==> src/rtl/elevator_dispatcher_pkg.sv <==
// Shared encodings for the elevator dispatcher: FSM states and travel direction.
package elevator_dispatcher_pkg;

  localparam int STATE_W = 3;

  typedef enum logic [STATE_W-1:0] {
    ST_IDLE      = 3'd0,
    ST_MOVE_UP   = 3'd1,
    ST_MOVE_DOWN = 3'd2,
    ST_STOP      = 3'd3,
    ST_DOOR      = 3'd4,
    ST_FAULT     = 3'd5
  } disp_state_t;

  typedef enum logic {
    DIR_UP   = 1'b0,
    DIR_DOWN = 1'b1
  } dir_t;

endpackage

==> src/rtl/elevator_dispatcher_call_request_reg.sv <==
// Pending call register: latches call buttons, clears the served floor,
// and reduces the pending set into above / below / here flags.
module call_request_reg
  import elevator_dispatcher_pkg::*;
#(
  parameter int NUM_FLOORS = 4,
  parameter int FLOOR_W    = 2
) (
  input  logic                  i_clk,
  input  logic                  i_rst,
  input  logic [NUM_FLOORS-1:0] i_call,
  input  logic [FLOOR_W-1:0]    i_floor,
  input  logic                  i_clear_en,
  output logic [NUM_FLOORS-1:0] o_pending,
  output logic                  o_above,
  output logic                  o_below,
  output logic                  o_here
);

  localparam logic [NUM_FLOORS-1:0] ONE_BIT = {{(NUM_FLOORS-1){1'b0}}, 1'b1};

  logic [NUM_FLOORS-1:0] r_pending;
  logic [NUM_FLOORS-1:0] w_clear_mask;
  logic                  w_above;
  logic                  w_below;

  // Select the current-floor bit for clearing while the car is stopped there
  always_comb begin
    w_clear_mask = {NUM_FLOORS{1'b0}};
    if (i_clear_en) begin
      w_clear_mask = ONE_BIT << i_floor;
    end else begin
      w_clear_mask = {NUM_FLOORS{1'b0}};
    end
  end

  // Accumulate new calls and drop the floor being served
  always_ff @(posedge i_clk or posedge i_rst) begin
    if (i_rst) begin
      r_pending <= {NUM_FLOORS{1'b0}};
    end else begin
      r_pending <= (r_pending | i_call) & ~w_clear_mask;
    end
  end

  // Reduce pending calls strictly above / strictly below the current floor
  always_comb begin
    w_above = 1'b0;
    w_below = 1'b0;
    for (int i = 0; i < NUM_FLOORS; i++) begin
      if (i > int'(i_floor)) begin
        w_above = w_above | r_pending[i];
      end else if (i < int'(i_floor)) begin
        w_below = w_below | r_pending[i];
      end else begin
        w_above = w_above;
      end
    end
  end

  assign o_pending = r_pending;
  assign o_above   = w_above;
  assign o_below   = w_below;
  assign o_here    = r_pending[i_floor];

endmodule

==> src/rtl/elevator_dispatcher.sv <==
// Elevator dispatcher: tracks car floor, serves calls in the travel direction
// before reversing, holds the door for a fixed dwell, and issues one of
// Go_Up / Go_Down / Halt to the car FSM every cycle.
module elevator_dispatcher
  import elevator_dispatcher_pkg::*;
#(
  parameter int NUM_FLOORS  = 4,
  parameter int FLOOR_W     = 2,
  parameter int DOOR_CYCLES = 4
) (
  input  logic                  CLK,
  input  logic                  RESET,
  input  logic [NUM_FLOORS-1:0] Call_Req,
  input  logic                  Floor_Reached,
  input  logic                  Top_Limit_Hit,
  input  logic                  Bottom_Limit_Hit,
  output logic                  Go_Up,
  output logic                  Go_Down,
  output logic                  Halt,
  output logic [FLOOR_W-1:0]    Current_Floor,
  output logic [NUM_FLOORS-1:0] Pending,
  output logic                  Door_Open,
  output logic                  Busy,
  output logic [2:0]            Disp_State
);

  localparam int                 CNT_W      = (DOOR_CYCLES > 1) ? $clog2(DOOR_CYCLES) : 1;
  localparam logic [CNT_W-1:0]   DWELL_LOAD = CNT_W'(DOOR_CYCLES - 1);
  localparam logic [CNT_W-1:0]   CNT_ONE    = CNT_W'(1);
  localparam logic [FLOOR_W-1:0] TOP_FLOOR  = FLOOR_W'(NUM_FLOORS - 1);
  localparam logic [FLOOR_W-1:0] BOT_FLOOR  = {FLOOR_W{1'b0}};
  localparam logic [FLOOR_W-1:0] FLOOR_ONE  = FLOOR_W'(1);

  disp_state_t           r_state;
  dir_t                  r_dir;
  logic [FLOOR_W-1:0]    r_floor;
  logic [CNT_W-1:0]      r_cnt;
  logic                  r_go_up;
  logic                  r_go_down;
  logic                  r_halt;
  logic                  r_door;
  logic                  r_busy;

  logic [NUM_FLOORS-1:0] w_pending;
  logic                  w_above;
  logic                  w_below;
  logic                  w_here;
  logic                  w_clear_en;
  logic [FLOOR_W-1:0]    w_floor_inc;
  logic [FLOOR_W-1:0]    w_floor_dec;
  logic [FLOOR_W-1:0]    w_floor_aligned;
  logic                  w_stop_inc;
  logic                  w_stop_dec;
  logic                  w_pick_up;
  logic                  w_here_call;
  logic                  w_fault;

  assign w_clear_en = (r_state == ST_STOP) || (r_state == ST_DOOR);

  call_request_reg #(
    .NUM_FLOORS (NUM_FLOORS),
    .FLOOR_W    (FLOOR_W)
  ) u_call_request_reg (
    .i_clk      (CLK),
    .i_rst      (RESET),
    .i_call     (Call_Req),
    .i_floor    (r_floor),
    .i_clear_en (w_clear_en),
    .o_pending  (w_pending),
    .o_above    (w_above),
    .o_below    (w_below),
    .o_here     (w_here)
  );

  // Next-floor candidates, stop decisions, direction choice and fault detection
  always_comb begin
    w_floor_inc = r_floor;
    w_floor_dec = r_floor;
    if (r_floor == TOP_FLOOR) begin
      w_floor_inc = TOP_FLOOR;
    end else begin
      w_floor_inc = r_floor + FLOOR_ONE;
    end
    if (r_floor == BOT_FLOOR) begin
      w_floor_dec = BOT_FLOOR;
    end else begin
      w_floor_dec = r_floor - FLOOR_ONE;
    end
    w_stop_inc  = w_pending[w_floor_inc] || (w_floor_inc == TOP_FLOOR);
    w_stop_dec  = w_pending[w_floor_dec] || (w_floor_dec == BOT_FLOOR);
    w_pick_up   = w_above && ((r_dir == DIR_UP) || !w_below);
    w_here_call = Call_Req[r_floor];
    w_fault     = (Top_Limit_Hit && Bottom_Limit_Hit)
               || ((r_state == ST_MOVE_UP)   && Bottom_Limit_Hit)
               || ((r_state == ST_MOVE_DOWN) && Top_Limit_Hit);
  end

  // Stationary realignment: a single limit switch snaps the tracked floor
  always_comb begin
    w_floor_aligned = r_floor;
    if (Top_Limit_Hit && !Bottom_Limit_Hit) begin
      w_floor_aligned = TOP_FLOOR;
    end else if (Bottom_Limit_Hit && !Top_Limit_Hit) begin
      w_floor_aligned = BOT_FLOOR;
    end else begin
      w_floor_aligned = r_floor;
    end
  end

  // Dispatcher FSM with floor tracker, dwell counter and registered commands
  always_ff @(posedge CLK or posedge RESET) begin
    if (RESET) begin
      r_state   <= ST_IDLE;
      r_dir     <= DIR_UP;
      r_floor   <= BOT_FLOOR;
      r_cnt     <= {CNT_W{1'b0}};
      r_go_up   <= 1'b0;
      r_go_down <= 1'b0;
      r_halt    <= 1'b1;
      r_door    <= 1'b0;
      r_busy    <= 1'b0;
    end else if (w_fault) begin
      r_state   <= ST_FAULT;
      r_go_up   <= 1'b0;
      r_go_down <= 1'b0;
      r_halt    <= 1'b1;
      r_door    <= 1'b0;
      r_busy    <= 1'b1;
    end else begin
      case (r_state)
        ST_IDLE: begin
          r_floor <= w_floor_aligned;
          if (w_here) begin
            r_state <= ST_STOP;
            r_busy  <= 1'b1;
          end else if (w_pick_up) begin
            r_state <= ST_MOVE_UP;
            r_dir   <= DIR_UP;
            r_go_up <= 1'b1;
            r_halt  <= 1'b0;
            r_busy  <= 1'b1;
          end else if (w_below) begin
            r_state   <= ST_MOVE_DOWN;
            r_dir     <= DIR_DOWN;
            r_go_down <= 1'b1;
            r_halt    <= 1'b0;
            r_busy    <= 1'b1;
          end else begin
            r_state <= ST_IDLE;
          end
        end
        ST_MOVE_UP: begin
          if (Top_Limit_Hit) begin
            r_floor <= TOP_FLOOR;
            r_state <= ST_STOP;
            r_go_up <= 1'b0;
            r_halt  <= 1'b1;
          end else if (Floor_Reached) begin
            r_floor <= w_floor_inc;
            if (w_stop_inc) begin
              r_state <= ST_STOP;
              r_go_up <= 1'b0;
              r_halt  <= 1'b1;
            end else begin
              r_state <= ST_MOVE_UP;
            end
          end else begin
            r_state <= ST_MOVE_UP;
          end
        end
        ST_MOVE_DOWN: begin
          if (Bottom_Limit_Hit) begin
            r_floor   <= BOT_FLOOR;
            r_state   <= ST_STOP;
            r_go_down <= 1'b0;
            r_halt    <= 1'b1;
          end else if (Floor_Reached) begin
            r_floor <= w_floor_dec;
            if (w_stop_dec) begin
              r_state   <= ST_STOP;
              r_go_down <= 1'b0;
              r_halt    <= 1'b1;
            end else begin
              r_state <= ST_MOVE_DOWN;
            end
          end else begin
            r_state <= ST_MOVE_DOWN;
          end
        end
        ST_STOP: begin
          r_floor <= w_floor_aligned;
          r_cnt   <= DWELL_LOAD;
          r_state <= ST_DOOR;
          r_door  <= 1'b1;
        end
        ST_DOOR: begin
          r_floor <= w_floor_aligned;
          if (w_here_call) begin
            r_cnt <= DWELL_LOAD;
          end else if (r_cnt != {CNT_W{1'b0}}) begin
            r_cnt <= r_cnt - CNT_ONE;
          end else begin
            r_door <= 1'b0;
            if (w_pick_up) begin
              r_state <= ST_MOVE_UP;
              r_dir   <= DIR_UP;
              r_go_up <= 1'b1;
              r_halt  <= 1'b0;
            end else if (w_below) begin
              r_state   <= ST_MOVE_DOWN;
              r_dir     <= DIR_DOWN;
              r_go_down <= 1'b1;
              r_halt    <= 1'b0;
            end else begin
              r_state <= ST_IDLE;
              r_busy  <= 1'b0;
            end
          end
        end
        ST_FAULT: begin
          r_floor <= w_floor_aligned;
          r_state <= ST_FAULT;
        end
        default: begin
          r_state   <= ST_FAULT;
          r_go_up   <= 1'b0;
          r_go_down <= 1'b0;
          r_halt    <= 1'b1;
          r_door    <= 1'b0;
          r_busy    <= 1'b1;
        end
      endcase
    end
  end

  assign Go_Up         = r_go_up;
  assign Go_Down       = r_go_down;
  assign Halt          = r_halt;
  assign Current_Floor = r_floor;
  assign Pending       = w_pending;
  assign Door_Open     = r_door;
  assign Busy          = r_busy;
  assign Disp_State    = r_state;

endmodule
==> config.mk <==
export PLATFORM = sky130hd
export DESIGN_NAME = elevator_dispatcher
export DESIGN_NICKNAME = d
export VERILOG_FILES = /design/src/rtl/elevator_dispatcher_pkg.sv /design/src/rtl/elevator_dispatcher_call_request_reg.sv /design/src/rtl/elevator_dispatcher.sv
export SDC_FILE = /design/constraint.sdc
export NUM_CORES = 1
export LEC_CHECK = 0
export CAP_MARGIN = 20
export CORE_AREA = 2 2 55 57
export DETAILED_ROUTE_END_ITERATION = 8
export DIE_AREA = 0 0 57 59
export PLACE_DENSITY_LB_ADDON = 0.15
export SYNTH_ARGS = -nofsm -noshare
export SYNTH_HDL_FRONTEND = slang
export SYNTH_SLANG_ARGS = --single-unit
==> constraint.sdc <==
create_clock -name CLK -period 2.15 [get_ports CLK]
set_input_delay 0.43 -clock CLK [delete_from_list [all_inputs] [get_ports CLK]]
set_output_delay 0.43 -clock CLK [all_outputs]
set_load 0.01 [all_outputs]
# Yosys cells after proc, flatten, opt, wreduce, memory -nomap -nowiden
# Index checks and enable logic that the tools add are counted.
[word_totals]
reg_bits = 17
inputBits = 9
out_inout_bits = 14
word_cells = 191
[classes]
n_addsub = 3
magnitude_cmp = 9
n_eq_ne = 29
shift = 1
mux = 93
bitwise = 9
n_reduce_logical = 37
[ops]
columns = ["operator", "n"]
rows = [
  ["$mux W1", 58],
  ["$mux W2", 14],
  ["$mux W3", 7],
  ["$ne A3 B3 Y1 const B", 7],
  ["$reduce_and A6 Y1", 3],
  ["$ne A4 B4 Y1 const B", 4],
  ["$pmux W3 S5", 1],
  ["$reduce_or A4 Y1", 3],
  ["$ne A2 B1 Y1 const B", 5],
  ["$reduce_and A5 Y1", 2],
  ["$lt A2 B3 Y1 const B", 3],
  ["$bmux W1 S2", 4],
  ["$pmux W1 S4", 2],
  ["$reduce_and A8 Y1", 1],
  ["$eq A3 B2 Y1 const B", 2],
  ["$eq A3 B3 Y1 const B", 2],
  ["$logic_and A1 B1 Y1", 6],
  ["$logic_or A1 B1 Y1", 6],
  ["$ne A2 B2 Y1 const B", 3],
  ["$pmux W1 S3", 2],
  ["$pmux W2 S3", 1],
  ["$reduce_and A3 Y1", 2],
  ["$reduce_bool A2 Y1", 3],
  ["$reduce_or A3 Y1", 2],
  ["other kinds (27)", 38],
]

# Longest topological paths before layout
[depth]
ltp_word = 16
ltp_mapped = 7
ltp_nobuf = 6

# Cells and area by module
# From an unflattened synthesis, not the netlist that was laid out.
[unflattened]
cells_unflattened = 160
hier_area_um2 = 1362.6
[by_module_without_submodules]
columns = ["mod", "n_inst", "cells_each", "area_per_inst_um2", "seq_area_each_um2"]
rows = [
  ["elevator_dispatcher", 1, 139, 1146.1, 326.6],
  ["call_request_reg", 1, 21, 216.5, 100.1],
]

# Worst setup path after synthesis
# OpenSTA, ideal clock, no wires.
[synth_timing]
path_type = "register to register"
startpoint = "register r_floor[1], in the netlist Current_Floor[1]"
endpoint = "register r_busy, in the netlist Busy"
setup_ns = 0.128
arrival_ns = 1.627
required_ns = 2.022
setup_slack_ns = 0.395
stages_incl_launch_ff = 6
path_buffers = 0
period_less_slack_ns = 1.755
cell_sequence = "dfrtp_1 mux4_2 nand2b_4 o32ai_4 mux2i_1 a21oi_1"
[synth_between]
elab_chain_cells = 15
word_cells_on_any_way = 34
classes_between = "order compare: 6; eq/ne: 4; mux: 16; bitwise: 4; reduce/logical: 4"
[synth_lines]
columns = ["item", "line", "source"]
rows = [
  ["from (decl)", "elevator_dispatcher.sv:36", "logic [FLOOR_W-1:0] r_floor;"],
  ["from (signal assigned)", "elevator_dispatcher.sv:132", "r_floor <= w_floor_aligned;"],
  ["from (signal assigned)", "elevator_dispatcher.sv:159", "r_floor <= w_floor_inc;"],
  ["from (signal assigned)", "elevator_dispatcher.sv:178", "r_floor <= w_floor_dec;"],
  ["$lt A1 B2 Y1", "elevator_dispatcher_call_request_reg.sv:53", "end else if (i < int'(i_floor)) begin"],
  ["$mux W1", "elevator_dispatcher_call_request_reg.sv:53", ""],
  ["$or A1 B1 Y1", "elevator_dispatcher_call_request_reg.sv:54", "w_below = w_below | r_pending[i];"],
  ["$mux W1", "elevator_dispatcher_call_request_reg.sv:53", ""],
  ["$mux W1", "elevator_dispatcher_call_request_reg.sv:51", "if (i > int'(i_floor)) begin"],
  ["$or A1 B1 Y1", "elevator_dispatcher_call_request_reg.sv:54", ""],
  ["$mux W1", "elevator_dispatcher_call_request_reg.sv:53", ""],
  ["$mux W1", "elevator_dispatcher_call_request_reg.sv:51", ""],
  ["$logic_not A1 Y1", "elevator_dispatcher.sv:91", "w_pick_up = w_above && ((r_dir == DIR_UP) || !w_below);"],
  ["$logic_or A1 B1 Y1", "elevator_dispatcher.sv:91", ""],
  ["$logic_and A1 B1 Y1", "elevator_dispatcher.sv:91", ""],
  ["$mux W1", "elevator_dispatcher.sv:136", "end else if (w_pick_up) begin"],
  ["$mux W1", "elevator_dispatcher.sv:133", "if (w_here) begin"],
  ["$pmux W1 S3", "elevator_dispatcher.sv:130", "case (r_state)"],
  ["$mux W1", "elevator_dispatcher.sv:122", "end else if (w_fault) begin"],
  ["to (signal assigned)", "elevator_dispatcher.sv:121", "r_busy <= 1'b0;"],
  ["to (signal assigned)", "elevator_dispatcher.sv:135", "r_busy <= 1'b1;"],
  ["to (signal assigned)", "elevator_dispatcher.sv:141", "r_busy <= 1'b1;"],
  ["to (decl)", "elevator_dispatcher.sv:42", "logic r_busy;"],
]
# Several ways; a longest one is shown, not always the timed one. The select of a mux whose other input is x is not followed.
# A chain may end at the register's enable or synchronous reset.

# Final worst setup path
[layout_timing]
startpoint = "register r_state[1], in the netlist Disp_State[1]"
endpoint = "output port Disp_State[1]"
[layout_rtl]
columns = ["item", "line", "source"]
rows = [
  ["from (decl)", "elevator_dispatcher.sv:34", "disp_state_t r_state;"],
  ["from (signal assigned)", "elevator_dispatcher.sv:113", "r_state <= ST_IDLE;"],
  ["from (signal assigned)", "elevator_dispatcher.sv:123", "r_state <= ST_FAULT;"],
  ["from (signal assigned)", "elevator_dispatcher.sv:134", "r_state <= ST_STOP;"],
  ["to (decl)", "elevator_dispatcher.sv:24", "output logic [2:0] Disp_State"],
]
# No word-level cell between the ends.

==> impl_metrics.py <==
metrics = {
    "power": {
        "total_leakage_power_nw": 0.721,
        "clockPowerShare_pct": 8.4,
        "p_sw_share_pct": 44.7,
        "p_sw_uw": 966,
        "intPower_mw": 1.20,
        "power_density_nw_per_um2": 1210,
        "seqPwrFrac_pct": 29.7,
        "power_frac_comb_pct": 61.9,
        "ir_drop_v": 0.000842,
    },
    "setup_path": {
        "cp_cell_sequence": "buf_4, clkdlybuf4s50_1",
        "path_class": "flop to primary output",
        "worstPathRequired_ns": 1.72,
        "crit_path_top_delay_cell": "dfrtp_1",
        "end_kind": "primary output",
        "start_kind": "flop",
        "crit_arrival_ns": 1.60,
        "cp_max_fo": 12,
        "cp.buffers_inverters": 2,
        "crit_family": "buffers and inverters",
        "slowest_delay_ns": 0.56,
    },
    "outcome": {
        "status": "complete, no violations",
    },
    "placed_design": {
        "finalWeightedCongestion": 0.922,
        "preCtsSetupSlack_ns": -0.0264,
        "io_buffer_count": 22,
        "dp_hpwl_um": 2810,
        "placed_cells": 230,
    },
    "yosys": {
        "yosys-top-cells-count": "o21ai_0, dfrtp_1, nand2_1, a21oi_1, nor2_1",
        "synthesis.area_um2": 1410,
        "yosys-top-cells-area": "dfrtp_1, o21ai_0, a21oi_1, nand2_1, nor2_1",
        "yosysTopAreaCell": "dfrtp_1",
        "synth_flop_cell": "dfrtp_1",
        "ys_async_sr_fraction_pct": 100,
        "ys_seq_area_share_pct": 30.3,
        "ys_ff_latch": 17,
        "yosysMostFrequentCell": "o21ai_0",
        "synth_edf_count": 0,
        "synthesis.nets": 180,
        "synth_top_area_share_pct": 28.4,
        "synthCells": 170,
        "ys_types": 54,
        "syn_avg_cell_area_um2": 8.29,
        "ys.warnings.count": 0,
    },
    "detailed_routing": {
        "wire_per_inst_um": 15.7,
        "via_per_inst": 6.03,
        "drc": 0,
        "ant_nets": 0,
        "wirelength_um": 3660,
        "drtIter0Drc": 45,
        "detail_route.first_pass.iterations": 4,
        "num_vias": 1410,
    },
    "layout": {
        "n_antenna_cell": 0,
        "num-nets-final": 214,
        "syn_to_final_growth_pct": 26.4,
        "drive_above_1_share_pct": 16.7,
        "fin_util_pct": 65.8,
        "instances_no_fill": 234,
        "num-fill-cells": 252,
    },
    "clock_network": {
        "clkSinkCount": 17,
        "clkLatencyLatePin_ns": 0.31,
        "clk_path_buf_depth": 2,
        "ctsHoldBuffers": 0,
        "cts_tree": "done",
        "cts_buffers": 3,
        "clk_transition_reported_paths_ns": 0.12,
        "cts_setup_buffers": 0,
        "h-tree-depth": 1,
        "ctsResizeCount": 0,
        "cts_root_buf": "clkbuf_4",
    },
    "floorplan": {
        "die_w_um": 57,
        "fp.dieH_um": 59,
        "io_pins": 23,
        "fp-row-count": 19,
        "start_util_pct": 52.0,
        "dieArea_um2": 3360,
        "core_area_um2": 2710,
    },
    "timing": {
        "rsz0062_at_grt": "no",
        "setup_viol": 0,
        "fin_crit_sh_pct": 94.4,
        "fin_worst_skew_ns": 0.0178,
        "fmax_ghz": 0.493,
        "worst_slack_ns": 0.121,
        "hold_viol_final": 0,
        "worstMarginPinSlew_ns": 0.667,
        "fin_crit_ns": 2.03,
        "relSlewSlack_pct": 55.5,
        "slew_viol_final": 0,
    },
    "global_routing": {
        "grt_antenna_before_repair": 0,
        "first_global_vias": 1332,
        "overflow": 0,
        "grt_use_total_pct": 23.7,
        "grt_max_degree": 18,
        "grt_pass1_wl_um": 6250,
    },
    "flow_run": {
        "maxCapViolCount": 0,
    },
    "worst_hold_path": {
        "hold_path.class": "flop to flop",
    },
}
power groups by stage:
stage | sequential, mW | combinational [mW] | clock, mW
CTS | 0.639 | 1.33 | 0.184
global route | 0.664 | 1.47 | 0.200
detailed placement | 0.647 | 1.32 | 0
floorplan | 0.609 | 0.864 | 0
global placement | 0.637 | 1.31 | 0
finish | 0.641 | 1.34 | 0.182
state kept, by name (all words and copies together) (netlist names):
name,flops
Go_Down,1
Current_Floor,2
r_dir,1
Halt,1
Door_Open,1
r_cnt,2
Go_Up,1
u_call_request_reg.o_pending,4
Disp_State,3
Busy,1
worst paths after layout:
| check | slack [ns] | cells after the start | start | to |
|---|---|---|---|---|
| setup / recovery | 0.12 | 2 | Disp_State[1] | Disp_State[1] |
| hold / removal | 0.48 | 1 | r_cnt[0] | r_cnt[0] |
| setup reg to reg | 0.30 | 6 | Disp_State[0] | r_cnt[1] |
| hold reg to reg | 0.48 | 1 | r_cnt[0] | r_cnt[0] |
| max in group asynchronous | 1.20 | 2 | RESET | Busy |
| min in group asynchronous | 0.50 | 2 | RESET | r_cnt[0] |
per-stage QoR:
step | hold slack (ns) | setup TNS (ns) | total power, mW | cell area [um2]
final | 0.485 | 0 | 2.16 | 1780
after global routing | 0.499 | 0 | 2.33 | 1780
after CTS | 0.482 | 0 | 2.15 | 1780
after detailed placement | 0.467 | -0.0400 | 1.97 | 1760
after global placement | 0.460 | 0 | 1.94 | 1760
after floorplan | 0.355 | 0 | 1.47 | 1410
per-layer routing:
metal  GRT usage [%]  wire length [um]  up-vias
met5               0                 0        -
met4            8.64                92        0
met3            4.15               144       11
met2            37.6              1660       42
met1            32.8              1770      658
li1                -                 -      699
layout by cell type, fill, tap and decap left out, types with 2 or more instances in the layout:
cell and count:
dfrtp_1 16, o31ai_1 2, nor2_1 13, nor3_1 4, mux4_2 2, nand2_1 16
clkdlybuf4s50_1 22, o21ai_0 17, nand3b_1 4, nand3_1 3, o2bb2ai_1 2, a22oi_1 2
buf_4 19, a21oi_1 15, nor3b_1 2, o22a_1 3, mux2_2 2, mux2i_1 3
nor2b_1 7, clkbuf_4 3, inv_1 6, a21boi_0 2, nand2b_1 4, a221oi_1 2
nor4_1 2, o21bai_1 2
layout make-up:
type	count	area (um2)	area share (%)
tap	31	38.8	2.18
multi-input combinational	135	905	50.7
clock buffer	3	22.5	1.26
timing repair buffer	41	363	20.4
inverter	6	22.5	1.26
clock inverter	1	5.00	0.281
sequential	17	427	23.9
kinds of logic (layout without fill, tap and decap cells):
family / after synthesis / count (layout) / share of synthesized area (%)
AND/OR/NAND/NOR: 66 / 66 / 25.9
AO/OA/AOI/OAI: 60 / 60 / 29.8
buffers and inverters: 18 / 51 / 5.59
flip-flops: 17 / 17 / 30.3
multiplexers: 7 / 7 / 6.92
adder cells (fa/ha/maj): 1 / 1 / 0.887
XOR/XNOR: 1 / 1 / 0.621
No activity file was read; power rests on OpenSTA's default activity.
